### config.mk
export PLATFORM = sky130hd
export DESIGN_NAME = cpu_test_loader_flat
export DESIGN_NICKNAME = d
export VERILOG_FILES = /design/src/rtl/cpu_test_loader_pkg.sv /design/src/rtl/cpu_test_loader_if.sv /design/src/rtl/cpu_test_loader_run_timer.sv /design/src/rtl/cpu_test_loader.sv /design/src/flat_wrapper.sv
export SDC_FILE = /design/constraint.sdc
export NUM_CORES = 1
export LEC_CHECK = 0
export BUFFER_PORTS_ARGS = -buffer_cell sky130_fd_sc_hd__buf_2
export CORE_AREA = 2 2 174 176
export DETAILED_ROUTE_END_ITERATION = 12
export DIE_AREA = 0 0 176 178
export GPL_TIMING_DRIVEN = 0
export PLACE_DENSITY = 0.61
export SYNTH_ARGS = -nofsm -noshare
export SYNTH_HDL_FRONTEND = slang
export SYNTH_SLANG_ARGS = --single-unit
### constraint.sdc
create_clock -name clk -period 3.23 [get_ports clk]
set_input_delay 0.646 -clock clk [delete_from_list [all_inputs] [get_ports clk]]
set_output_delay 0.646 -clock clk [all_outputs]
set_load 0.05 [all_outputs]
### src/rtl/cpu_test_loader_pkg.sv
// Shared types and constants for the CPU test loader.
package cpu_test_loader_pkg;

    localparam int unsigned IMEM_WORDS  = 512;
    localparam int unsigned DUMP_MAX    = 1024;
    localparam int unsigned IMEM_STRIDE = 4;
    localparam int unsigned DMEM_STRIDE = 8;

    localparam int unsigned ADDR_W  = 64;
    localparam int unsigned IDATA_W = 32;
    localparam int unsigned DDATA_W = 64;
    localparam int unsigned CYC_W   = 32;
    localparam int unsigned DUMP_W  = 11;
    localparam int unsigned WCNT_W  = 10;

    typedef enum logic [2:0] {
        ST_IDLE,
        ST_LOAD,
        ST_RUN,
        ST_DREQ,
        ST_DWAIT,
        ST_DOUT,
        ST_DONE
    } state_e;

endpackage

### src/rtl/cpu_test_loader_if.sv
// Program stream, dump stream and CPU external memory ports of the loader.
interface cpu_test_loader_if;
    import cpu_test_loader_pkg::*;

    logic               s_valid;
    logic               s_ready;
    logic [IDATA_W-1:0] s_data;
    logic               s_last;

    logic               m_valid;
    logic               m_ready;
    logic [DDATA_W-1:0] m_data;
    logic               m_last;

    logic [ADDR_W-1:0]  imem_addr;
    logic               imem_wen;
    logic               imem_ren;
    logic [IDATA_W-1:0] imem_wdata;

    logic [ADDR_W-1:0]  dmem_addr;
    logic               dmem_wen;
    logic               dmem_ren;
    logic [DDATA_W-1:0] dmem_wdata;
    logic [DDATA_W-1:0] dmem_rdata;

    modport master (
        input  s_valid, s_data, s_last, m_ready, dmem_rdata,
        output s_ready, m_valid, m_data, m_last,
               imem_addr, imem_wen, imem_ren, imem_wdata,
               dmem_addr, dmem_wen, dmem_ren, dmem_wdata
    );

    modport slave (
        output s_valid, s_data, s_last, m_ready, dmem_rdata,
        input  s_ready, m_valid, m_data, m_last,
               imem_addr, imem_wen, imem_ren, imem_wdata,
               dmem_addr, dmem_wen, dmem_ren, dmem_wdata
    );

endinterface

### src/rtl/cpu_test_loader_run_timer.sv
// Loadable 32-bit down-counter; expired_o marks the final enabled cycle.
module cpu_test_loader_run_timer
    import cpu_test_loader_pkg::*;
(
    input  logic             clk,
    input  logic             rst,
    input  logic             load_i,
    input  logic [CYC_W-1:0] load_val_i,
    input  logic             dec_i,
    output logic             expired_o
);

    logic [CYC_W-1:0] count_q;
    logic [CYC_W-1:0] count_d;

    always_comb begin
        count_d = count_q;
        if (load_i) begin
            count_d = load_val_i;
        end else if (dec_i && (count_q != '0)) begin
            count_d = count_q - CYC_W'(1);
        end
    end

    always_ff @(posedge clk) begin
        if (rst) begin
            count_q <= '0;
        end else begin
            count_q <= count_d;
        end
    end

    assign expired_o = (count_q <= CYC_W'(1));

endmodule

### src/rtl/cpu_test_loader.sv
// Loads a program into imem, runs the CPU for a set number of cycles,
// then streams back the requested data-memory words.
module cpu_test_loader
    import cpu_test_loader_pkg::*;
(
    input  logic              clk,
    input  logic              rst,
    input  logic              start,
    input  logic [CYC_W-1:0]  run_cycles,
    input  logic [DUMP_W-1:0] dump_words,
    output logic              cpu_enable,
    output logic              busy,
    output logic              done,
    output logic              load_err,
    cpu_test_loader_if.master bus
);

    state_e             state_q, state_d;
    logic [CYC_W-1:0]   run_cycles_q, run_cycles_d;
    logic [DUMP_W-1:0]  dump_words_q, dump_words_d;
    logic [WCNT_W-1:0]  word_cnt_q, word_cnt_d;
    logic [DUMP_W-1:0]  dump_idx_q, dump_idx_d;
    logic [DDATA_W-1:0] m_data_q, m_data_d;
    logic               load_err_q, load_err_d;

    logic               timer_load;
    logic [CYC_W-1:0]   timer_val;
    logic               timer_expired;
    logic               s_ready_c;
    logic               s_hs_c;
    logic               word_fits_c;
    logic               dump_last_c;

    // Stream words are discarded while reset is asserted
    assign s_ready_c   = (state_q == ST_LOAD) && !rst;
    assign s_hs_c      = s_ready_c && bus.s_valid;
    assign word_fits_c = (word_cnt_q < WCNT_W'(IMEM_WORDS));
    assign dump_last_c = (dump_idx_q == (dump_words_q - DUMP_W'(1)));

    cpu_test_loader_run_timer u_run_timer (
        .clk        (clk),
        .rst        (rst),
        .load_i     (timer_load),
        .load_val_i (timer_val),
        .dec_i      (state_q == ST_RUN),
        .expired_o  (timer_expired)
    );

    always_comb begin
        state_d      = state_q;
        run_cycles_d = run_cycles_q;
        dump_words_d = dump_words_q;
        word_cnt_d   = word_cnt_q;
        dump_idx_d   = dump_idx_q;
        m_data_d     = m_data_q;
        load_err_d   = load_err_q;
        timer_load   = 1'b0;
        timer_val    = run_cycles_q;

        case (state_q)
            ST_IDLE, ST_DONE: begin
                if (start) begin
                    run_cycles_d = run_cycles;
                    dump_words_d = (dump_words > DUMP_W'(DUMP_MAX)) ? DUMP_W'(DUMP_MAX) : dump_words;
                    word_cnt_d   = '0;
                    dump_idx_d   = '0;
                    load_err_d   = 1'b0;
                    timer_load   = 1'b1;
                    timer_val    = '0;
                    state_d      = ST_LOAD;
                end
            end
            ST_LOAD: begin
                if (s_hs_c) begin
                    if (word_fits_c) begin
                        word_cnt_d = word_cnt_q + WCNT_W'(1);
                    end else begin
                        load_err_d = 1'b1;
                    end
                    if (bus.s_last) begin
                        if (run_cycles_q != '0) begin
                            timer_load = 1'b1;
                            state_d    = ST_RUN;
                        end else if (dump_words_q != '0) begin
                            state_d = ST_DREQ;
                        end else begin
                            state_d = ST_DONE;
                        end
                    end
                end
            end
            ST_RUN: begin
                if (timer_expired) begin
                    state_d = (dump_words_q != '0) ? ST_DREQ : ST_DONE;
                end
            end
            ST_DREQ: begin
                state_d = ST_DWAIT;
            end
            ST_DWAIT: begin
                m_data_d = bus.dmem_rdata;
                state_d  = ST_DOUT;
            end
            ST_DOUT: begin
                if (bus.m_ready) begin
                    dump_idx_d = dump_idx_q + DUMP_W'(1);
                    state_d    = dump_last_c ? ST_DONE : ST_DREQ;
                end
            end
            default: begin
                state_d = ST_IDLE;
            end
        endcase
    end

    always_ff @(posedge clk) begin
        if (rst) begin
            state_q      <= ST_IDLE;
            run_cycles_q <= '0;
            dump_words_q <= '0;
            word_cnt_q   <= '0;
            dump_idx_q   <= '0;
            m_data_q     <= '0;
            load_err_q   <= 1'b0;
        end else begin
            state_q      <= state_d;
            run_cycles_q <= run_cycles_d;
            dump_words_q <= dump_words_d;
            word_cnt_q   <= word_cnt_d;
            dump_idx_q   <= dump_idx_d;
            m_data_q     <= m_data_d;
            load_err_q   <= load_err_d;
        end
    end

    // imem write is combinational from the stream so it lands in the handshake cycle
    assign bus.s_ready    = s_ready_c;
    assign bus.imem_wen   = s_hs_c && word_fits_c;
    assign bus.imem_addr  = bus.imem_wen ? (ADDR_W'(word_cnt_q) * ADDR_W'(IMEM_STRIDE)) : '0;
    assign bus.imem_wdata = bus.imem_wen ? bus.s_data : '0;
    assign bus.imem_ren   = 1'b0;

    assign bus.dmem_ren   = (state_q == ST_DREQ);
    assign bus.dmem_addr  = bus.dmem_ren ? (ADDR_W'(dump_idx_q) * ADDR_W'(DMEM_STRIDE)) : '0;
    assign bus.dmem_wen   = 1'b0;
    assign bus.dmem_wdata = '0;

    assign bus.m_valid    = (state_q == ST_DOUT);
    assign bus.m_last     = bus.m_valid && dump_last_c;
    assign bus.m_data     = m_data_q;

    assign cpu_enable = (state_q == ST_RUN);
    assign busy       = (state_q != ST_IDLE) && (state_q != ST_DONE);
    assign done       = (state_q == ST_DONE);
    assign load_err   = load_err_q;

endmodule

### src/flat_wrapper.sv
// flat-port wrapper written by rule: the top's interface ports become plain ports
module cpu_test_loader_flat import cpu_test_loader_pkg::*;
  (clk, rst, start, run_cycles, dump_words, cpu_enable, busy, done, load_err, bus_s_valid, bus_s_data, bus_s_last, bus_m_ready, bus_dmem_rdata, bus_s_ready, bus_m_valid, bus_m_data, bus_m_last, bus_imem_addr, bus_imem_wen, bus_imem_ren, bus_imem_wdata, bus_dmem_addr, bus_dmem_wen, bus_dmem_ren, bus_dmem_wdata);
  cpu_test_loader_if bus_i ();
  input  logic clk;
  input  logic rst;
  input  logic start;
  input  logic [CYC_W-1:0] run_cycles;
  input  logic [DUMP_W-1:0] dump_words;
  output logic cpu_enable;
  output logic busy;
  output logic done;
  output logic load_err;
  input wire logic [$bits(bus_i.s_valid)-1:0] bus_s_valid;
  input wire logic [$bits(bus_i.s_data)-1:0] bus_s_data;
  input wire logic [$bits(bus_i.s_last)-1:0] bus_s_last;
  input wire logic [$bits(bus_i.m_ready)-1:0] bus_m_ready;
  input wire logic [$bits(bus_i.dmem_rdata)-1:0] bus_dmem_rdata;
  output wire logic [$bits(bus_i.s_ready)-1:0] bus_s_ready;
  output wire logic [$bits(bus_i.m_valid)-1:0] bus_m_valid;
  output wire logic [$bits(bus_i.m_data)-1:0] bus_m_data;
  output wire logic [$bits(bus_i.m_last)-1:0] bus_m_last;
  output wire logic [$bits(bus_i.imem_addr)-1:0] bus_imem_addr;
  output wire logic [$bits(bus_i.imem_wen)-1:0] bus_imem_wen;
  output wire logic [$bits(bus_i.imem_ren)-1:0] bus_imem_ren;
  output wire logic [$bits(bus_i.imem_wdata)-1:0] bus_imem_wdata;
  output wire logic [$bits(bus_i.dmem_addr)-1:0] bus_dmem_addr;
  output wire logic [$bits(bus_i.dmem_wen)-1:0] bus_dmem_wen;
  output wire logic [$bits(bus_i.dmem_ren)-1:0] bus_dmem_ren;
  output wire logic [$bits(bus_i.dmem_wdata)-1:0] bus_dmem_wdata;
  assign bus_i.s_valid = bus_s_valid;
  assign bus_i.s_data = bus_s_data;
  assign bus_i.s_last = bus_s_last;
  assign bus_i.m_ready = bus_m_ready;
  assign bus_i.dmem_rdata = bus_dmem_rdata;
  assign bus_s_ready = bus_i.s_ready;
  assign bus_m_valid = bus_i.m_valid;
  assign bus_m_data = bus_i.m_data;
  assign bus_m_last = bus_i.m_last;
  assign bus_imem_addr = bus_i.imem_addr;
  assign bus_imem_wen = bus_i.imem_wen;
  assign bus_imem_ren = bus_i.imem_ren;
  assign bus_imem_wdata = bus_i.imem_wdata;
  assign bus_dmem_addr = bus_i.dmem_addr;
  assign bus_dmem_wen = bus_i.dmem_wen;
  assign bus_dmem_ren = bus_i.dmem_ren;
  assign bus_dmem_wdata = bus_i.dmem_wdata;
  cpu_test_loader u_core (.clk(clk), .rst(rst), .start(start), .run_cycles(run_cycles), .dump_words(dump_words), .cpu_enable(cpu_enable), .busy(busy), .done(done), .load_err(load_err), .bus(bus_i));
endmodule
==> results of run 1 <==
flip-flops by register name, summed over array words and instances, names as in the netlist:
signal,cells
u_core.dump_idx_q,11
u_core.u_run_timer.count_q,32
u_core.dump_words_q,11
u_core.run_cycles_q,32
u_core.bus.m_data,64
u_core.word_cnt_q,10
u_core.load_err,1
u_core.state_q,3
final timing paths:
check                           slack, ns                             end                   start
worst max-delay path                -0.06                      bus_m_last  u_core.dump_words_q[0]
worst max register to register       0.38  u_core.u_run_timer.count_q[24]  u_core.run_cycles_q[7]
worst min-delay path                 0.44           u_core.bus.m_data[44]      bus_dmem_rdata[44]
worst min register to register       0.45           u_core.bus.m_data[11]   u_core.bus.m_data[11]
where the power goes:
part	switching, mW	leakage [nW]	internal, mW	total (mW)
Sequential	0.315	1.33	2.29	2.61
Clock	0.946	0.289	1.17	2.11
Combinational	2.61	4.39	1.37	3.99
Total	3.87	6.01	4.84	8.71
per-layer routing:
| metal | up-vias | share of wire, % | GRT usage [%] |
|---|---|---|---|
| met2 | 351 | 51 | 33.48 |
| met3 | 35 | 6.7 | 4.220 |
| met1 | 4185 | 40 | 22.01 |
| met4 | 0 | 1.9 | 5.716 |
| li1 | 4574 | - | - |
| met5 | - | 0 | 0 |
stage by stage:
stage | std cells | cell area (sq um) | total power [mW] | TNS (ns) | util (%)
after global routing | 2047 | 12400 | 9.219 | -0.1796 | 42.18
after CTS | 2045 | 12370 | 8.703 | -0.1555 | 42.07
final | 2054 | 12420 | 8.711 | -0.05554 | 42.24
after global placement | 2007 | 11660 | 6.462 | -1.127 | 39.65
after floorplan | 1348 | 9824 | 5.652 | -0.05556 | -
after detailed placement | 2007 | 11660 | 6.517 | -1.084 | 39.65
cell usage after synthesis, types with 5 or more instances:
cell      instances  area [sq um]
a21oi_1         131         655.6
and2_1           56         350.3
nand4_1          16         100.1
nor4_1           16         100.1
a211oi_1          8         60.06
xnor2_1          21         183.9
a22oi_1          23         172.7
nand2_1         234         878.3
and3_1           10         62.56
nor2_1           59         221.5
inv_1            11         41.29
nor3_1           29         145.1
clkbuf_1         50         187.7
a211oi_2          5         62.56
buf_4           178          1336
nand3_1          19         95.09
a22o_1            6         52.55
or3_1             7         43.79
a21o_1           11         82.58
dfxtp_1         164          3283
xor2_1           16         140.1
nand3b_1          7         52.55
buf_1             9         33.78
o21ai_0          13         65.06
ha_1              5         62.56
layout make-up:
cell class / count / area share (%)
buffer: 240 / 12.79
tap: 390 / 3.929
clock inverter: 14 / 1.380
inverter: 11 / 0.3324
antenna: 9 / 0.1813
multi-input combinational: 932 / 40.04
clock buffer: 18 / 3.455
sequential: 164 / 26.47
timing repair buffer: 276 / 11.41
cells by family (layout without fill, tap and decap cells):
group           Yosys count  after routing
xor+xnor                 37             37
buf+inv                 252            559
compound gates          231            231
flops                   164            164
fa+ha+maj                 5              5
simple gates            480            480
mux                       5              5
other cells               1            183
worst register-to-register path, delay by kind of cell (launching register included):
kind | cells | cell delay, ns
AOI/OAI and AO/OA | 3 | 0.70
buffers and inverters | 2 | 0.68
DFF | 1 | 0.34
and+or+nand+nor | 3 | 1.03
timing repair:
item,in CTS,in global routing
hold buffers,0,0
buffers inserted,7,0
gates resized for setup,15,10
endpoints found under the setup margin,48,27
pin swaps,8,4
==> impl_metrics.yaml, run 1 <==
die:
  die_w_um: 176
  num_rows: 63
  dieArea_sq_um: 31330
  io_pins: 444
  start_util_pct: 31.11
  chipHeight_um: 178
  core_area_sq_um: 29400
timing:
  grt_setup_unrepaired: "yes"
  fin_crit_ns: 3.286
  fmax_mhz: 304.4
  maxSlewViolCount: 0
  hold_violations: 0
  period_share_pct: 101.7
  worstMarginPinSlew_ns: 0.8159
  setup_viol: 1
  skew_ns: 0.01638
  setup_ws_ns: -0.05554
  slew-limit-headroom_pct: 45.61
  timing.hold.ws_ns: 0.4415
power_and_ir_drop:
  ir_drop_mv: 0.3561
  leakage_nw: 6.006
  powerDensity_nw_per_um2: 701.3
global_routing:
  grt_util_all_layers_pct: 18.61
  antenna_found_initial: 9
  grt_max_degree: 17
  grt_pass1_vias: 8365
  grt_first_pass_wirelength_um: 45410
  grt_overflow_total: 0
synthesis:
  synth_mux_area_share_pct: 0.6839
  synthFlopType: "dfxtp_1"
  synth_top_family_by_area: "simple AND/OR/NAND/NOR gates"
  netlist-cell-type-count: 69
  synth-simple-area-share_pct: 25.52
  yosys.area_share.adder_pct: 0.6839
  async_reset_ff_share_pct: 0
  yosysWarnings: 0
  syn_area_per_cell_sq_um: 7.785
  synthCells: 1175
  synth_xor_area_share_pct: 3.543
  ys_seq_elements: 164
  synth_compound_area_share_pct: 15.87
  synth_edf_count: 0
  yosysSeqAreaShare_pct: 35.89
  syn_area_sq_um: 9148
finish:
  fillers: 3106
  layout_common_cells: "buf_2, nand2_1, buf_4"
  layout_commonest_cell: "buf_2"
  area_growth_pct: 35.78
  drive_gt1_share_pct: 32.33
  finalNetCount: 1792
  multiInputGateArea_sq_um: 4974
  seq_area_sq_um: 3288
job:
  maxCapViolCount: 0
route:
  ant_nets: 0
  vias: 9145
  remaining_drc_errors: 0
  drt_pass1_iterations: 6
  drt-total-wl_um: 30610
  viasPerCell: 4.452
  wl_per_cell_um: 14.90
  drt_iter0_drc: 538
clock_tree:
  path_clk_slew_ns: 0.08
  htree_levels: 4
  clk_path_buf_depth: 2
  clk_latency_ns: 0.43
  clock_sinks: 164
  cts_tree: "done"
  clockRootBuffer: "clkbuf_16"
  numCtsBuffers: 17
worst_hold_path:
  hold-path-cell-count: 3
  hp-class: "input port to flip-flop"
placed_design:
  dpl.hpwl_um: 24160
  pre_cts_ws_ns: -0.1277
  gp_congestion: 0.8653
  port_buffers: 269
worst_setup_path:
  crit_type: "flip-flop to output port"
  crit_slowest_cell: "or4_4"
  path_cells: "inv_2 -> ha_4 -> nor4b_4 -> nand4_1 -> a211oi_2 -> a211oi_4 -> or4_4 -> nor3_4 -> buf_6"
  start_kind: "flip-flop"
  cpLargestDelayFamily: "simple AND/OR/NAND/NOR gates"
  critical_path.max_fanout: 5
  crit_arrival_ns: 2.64
  cp_num_buf_inv: 2
  max_stage_delay_ns: 0.44
  required_ns: 2.58
  cp-end-kind: "output port"
  r2r_cells: 8
  cp.depth: 9
outcome:
  violations: "negative setup slack"
  status: "finished, violations left"
Note: power is estimated with default switching activity, not from simulation.
==> inputs of run 2 (changes only) <==
- BUFFER_PORTS_ARGS: -buffer_cell sky130_fd_sc_hd__buf_2 -> -buffer_cell sky130_fd_sc_hd__buf_4
==> impl_metrics.yaml, run 2 (same netlist as run 1, synthesis figures left out) <==
global_routing:
  grt_max_degree: 17
  grt.busiest_layer: "met2"
  met1_usage_pct: 23.48
  grt_util_all_layers_pct: 19.39
  gr-usage-met3_pct: 3.964
  met2_usage_pct: 34.17
  grt_first_pass_wirelength_um: 47240
  grt_overflow_total: 0
  antenna_found_initial: 2
  grt_pass1_vias: 8544
route:
  drt_iter0_drc: 507
  vias: 9184
  wl_per_cell_um: 15.30
  viasPerCell: 4.467
  drt-total-wl_um: 31450
  remaining_drc_errors: 0
  drt_pass1_iterations: 5
  ant_nets: 0
placed_design:
  placed_cells: 2007
  gp_congestion: 0.8829
  dpl.hpwl_um: 24670
  port_buffers: 269
die:
  die_w_um: 176
  dieArea_sq_um: 31330
  start_util_pct: 31.11
  io_pins: 444
  num_rows: 63
  chipHeight_um: 178
  core_area_sq_um: 29400
finish:
  seq_area_sq_um: 3291
  area_growth_pct: 43.17
  multiInputGateArea_sq_um: 4966
  drive_gt1_share_pct: 32.79
  finalNetCount: 1802
  largest_reg_flops: 64
  finalNonFillerCells: 2056
  final_core_util_pct: 44.54
  fillers: 2974
  layout_commonest_cell: "buf_4"
  layout_common_cells: "buf_4, nand2_1, conb_1"
timing:
  maxSlewViolCount: 0
  skew_ns: 0.01470
  fin_crit_ns: 3.409
  fmax_mhz: 293.3
  setup_viol: 1
  grt_setup_unrepaired: "yes"
  setup_ws_ns: -0.1792
  slew-limit-headroom_pct: 42.64
  worstMarginPinSlew_ns: 0.8604
  hold_violations: 0
  period_share_pct: 105.5
power_and_ir_drop:
  swShare_pct: 43.86
  powerDensity_nw_per_um2: 673.3
  internal_power_mw: 4.950
  sequentialPowerShare_pct: 29.6
  switchingPower_mw: 3.867
  pwr-share-comb_pct: 47.8
  ir_drop_mv: 0.3341
  leakage_nw: 6.142
  clockPowerShare_pct: 22.6
worst_setup_path:
  cp-end-kind: "output port"
  required_ns: 2.58
  crit_arrival_ns: 2.76
  crit_slowest_cell: "or4_1"
  critical_path.max_fanout: 5
  max_stage_delay_ns: 0.58
  start_kind: "flip-flop"
  path_cells: "inv_2 -> ha_4 -> nor4b_4 -> xnor2_1 -> nor4_2 -> nor2_1 -> or4_1 -> nor3_2 -> buf_6"
  crit_type: "flip-flop to output port"
clock_tree:
  cts_tree: "done"
  clock_sinks: 164
  htree_levels: 4
  clockRootBuffer: "clkbuf_16"
  clk_latency_ns: 0.43
  clk_path_buf_depth: 2
  numCtsBuffers: 17
  path_clk_slew_ns: 0.07
  hold_buffers: 0
outcome:
  status: "finished, violations left"
  violations: "negative setup slack"
worst_hold_path:
  hp-class: "flip-flop to flip-flop"
job:
  maxCapViolCount: 0
run 2: changes by cell type in the layout (fill, tap and decap cells not counted), moves of 3 or more:
cell,delta
buf_4,+279
buf_2,-268
diode_2,-8
clkinv_2,+3
run 2: final cells by class:
class	count	share of cell area (%)
clock buffer	19	3.382
inverter	11	0.3153
tap	390	3.726
clock inverter	13	0.9554
antenna	1	0.01911
multi-input combinational	932	37.92
buffer	240	12.13
timing repair buffer	286	16.42
sequential	164	25.13
run 2: what timing repair did:
action / in CTS / in global routing
gates resized for setup: 16 / 8
endpoints found under the setup margin: 40 / 34
setup buffers: 19 / 1
pin swaps: 12 / 5
run 2: metrics by stage:
stage	cell area, sq um	power [mW]	worst slack [ns]	TNS, ns	hold WS [ns]
floorplan	9824	5.652	-0.05556	-0.05556	0.4453
global placement	12330	6.584	-0.05649	-0.2932	0.4429
detailed placement	12330	6.645	-0.07537	-0.5589	0.4469
CTS	13100	8.838	-0.1728	-0.2272	0.4443
global route	13100	9.362	-0.2857	-0.2857	0.4453
finish	13100	8.818	-0.1792	-0.1792	0.4544
run 2: final timing paths:
path,from,end,slack (ns),cells after the start
max,u_core.dump_words_q[1],bus_m_last,-0.18,9
min reg2reg,u_core.bus.m_data[1],u_core.bus.m_data[1],0.45,2
max reg2reg,u_core.dump_words_q[1],u_core.state_q[2],0.21,18
min,u_core.bus.m_data[1],u_core.bus.m_data[1],0.45,2
run 2: critical path: cells and delay by family (launching register included):
kind                     cells  cell delay (ns)
flip-flops                   1             0.35
AND/OR/NAND/NOR              5             1.44
adder cells (fa/ha/maj)      1             0.14
buffers and inverters        2             0.26
XOR/XNOR                     1             0.16
run 2: power by group through the flow:
stage / clock network, mW / logic, mW / registers [mW]
floorplan: 0 / 2.90 / 2.75
global placement: 0 / 3.95 / 2.63
detailed placement: 0 / 4.01 / 2.64
CTS: 2.03 / 4.21 / 2.60
global route: 2.12 / 4.59 / 2.65
finish: 1.99 / 4.21 / 2.61
run 2: metal layers:
metal	part of all wire, %	vias to the layer above
met5	0	-
met4	2.9	0
met3	6.1	45
met2	51	342
met1	40	4194
li1	-	4603
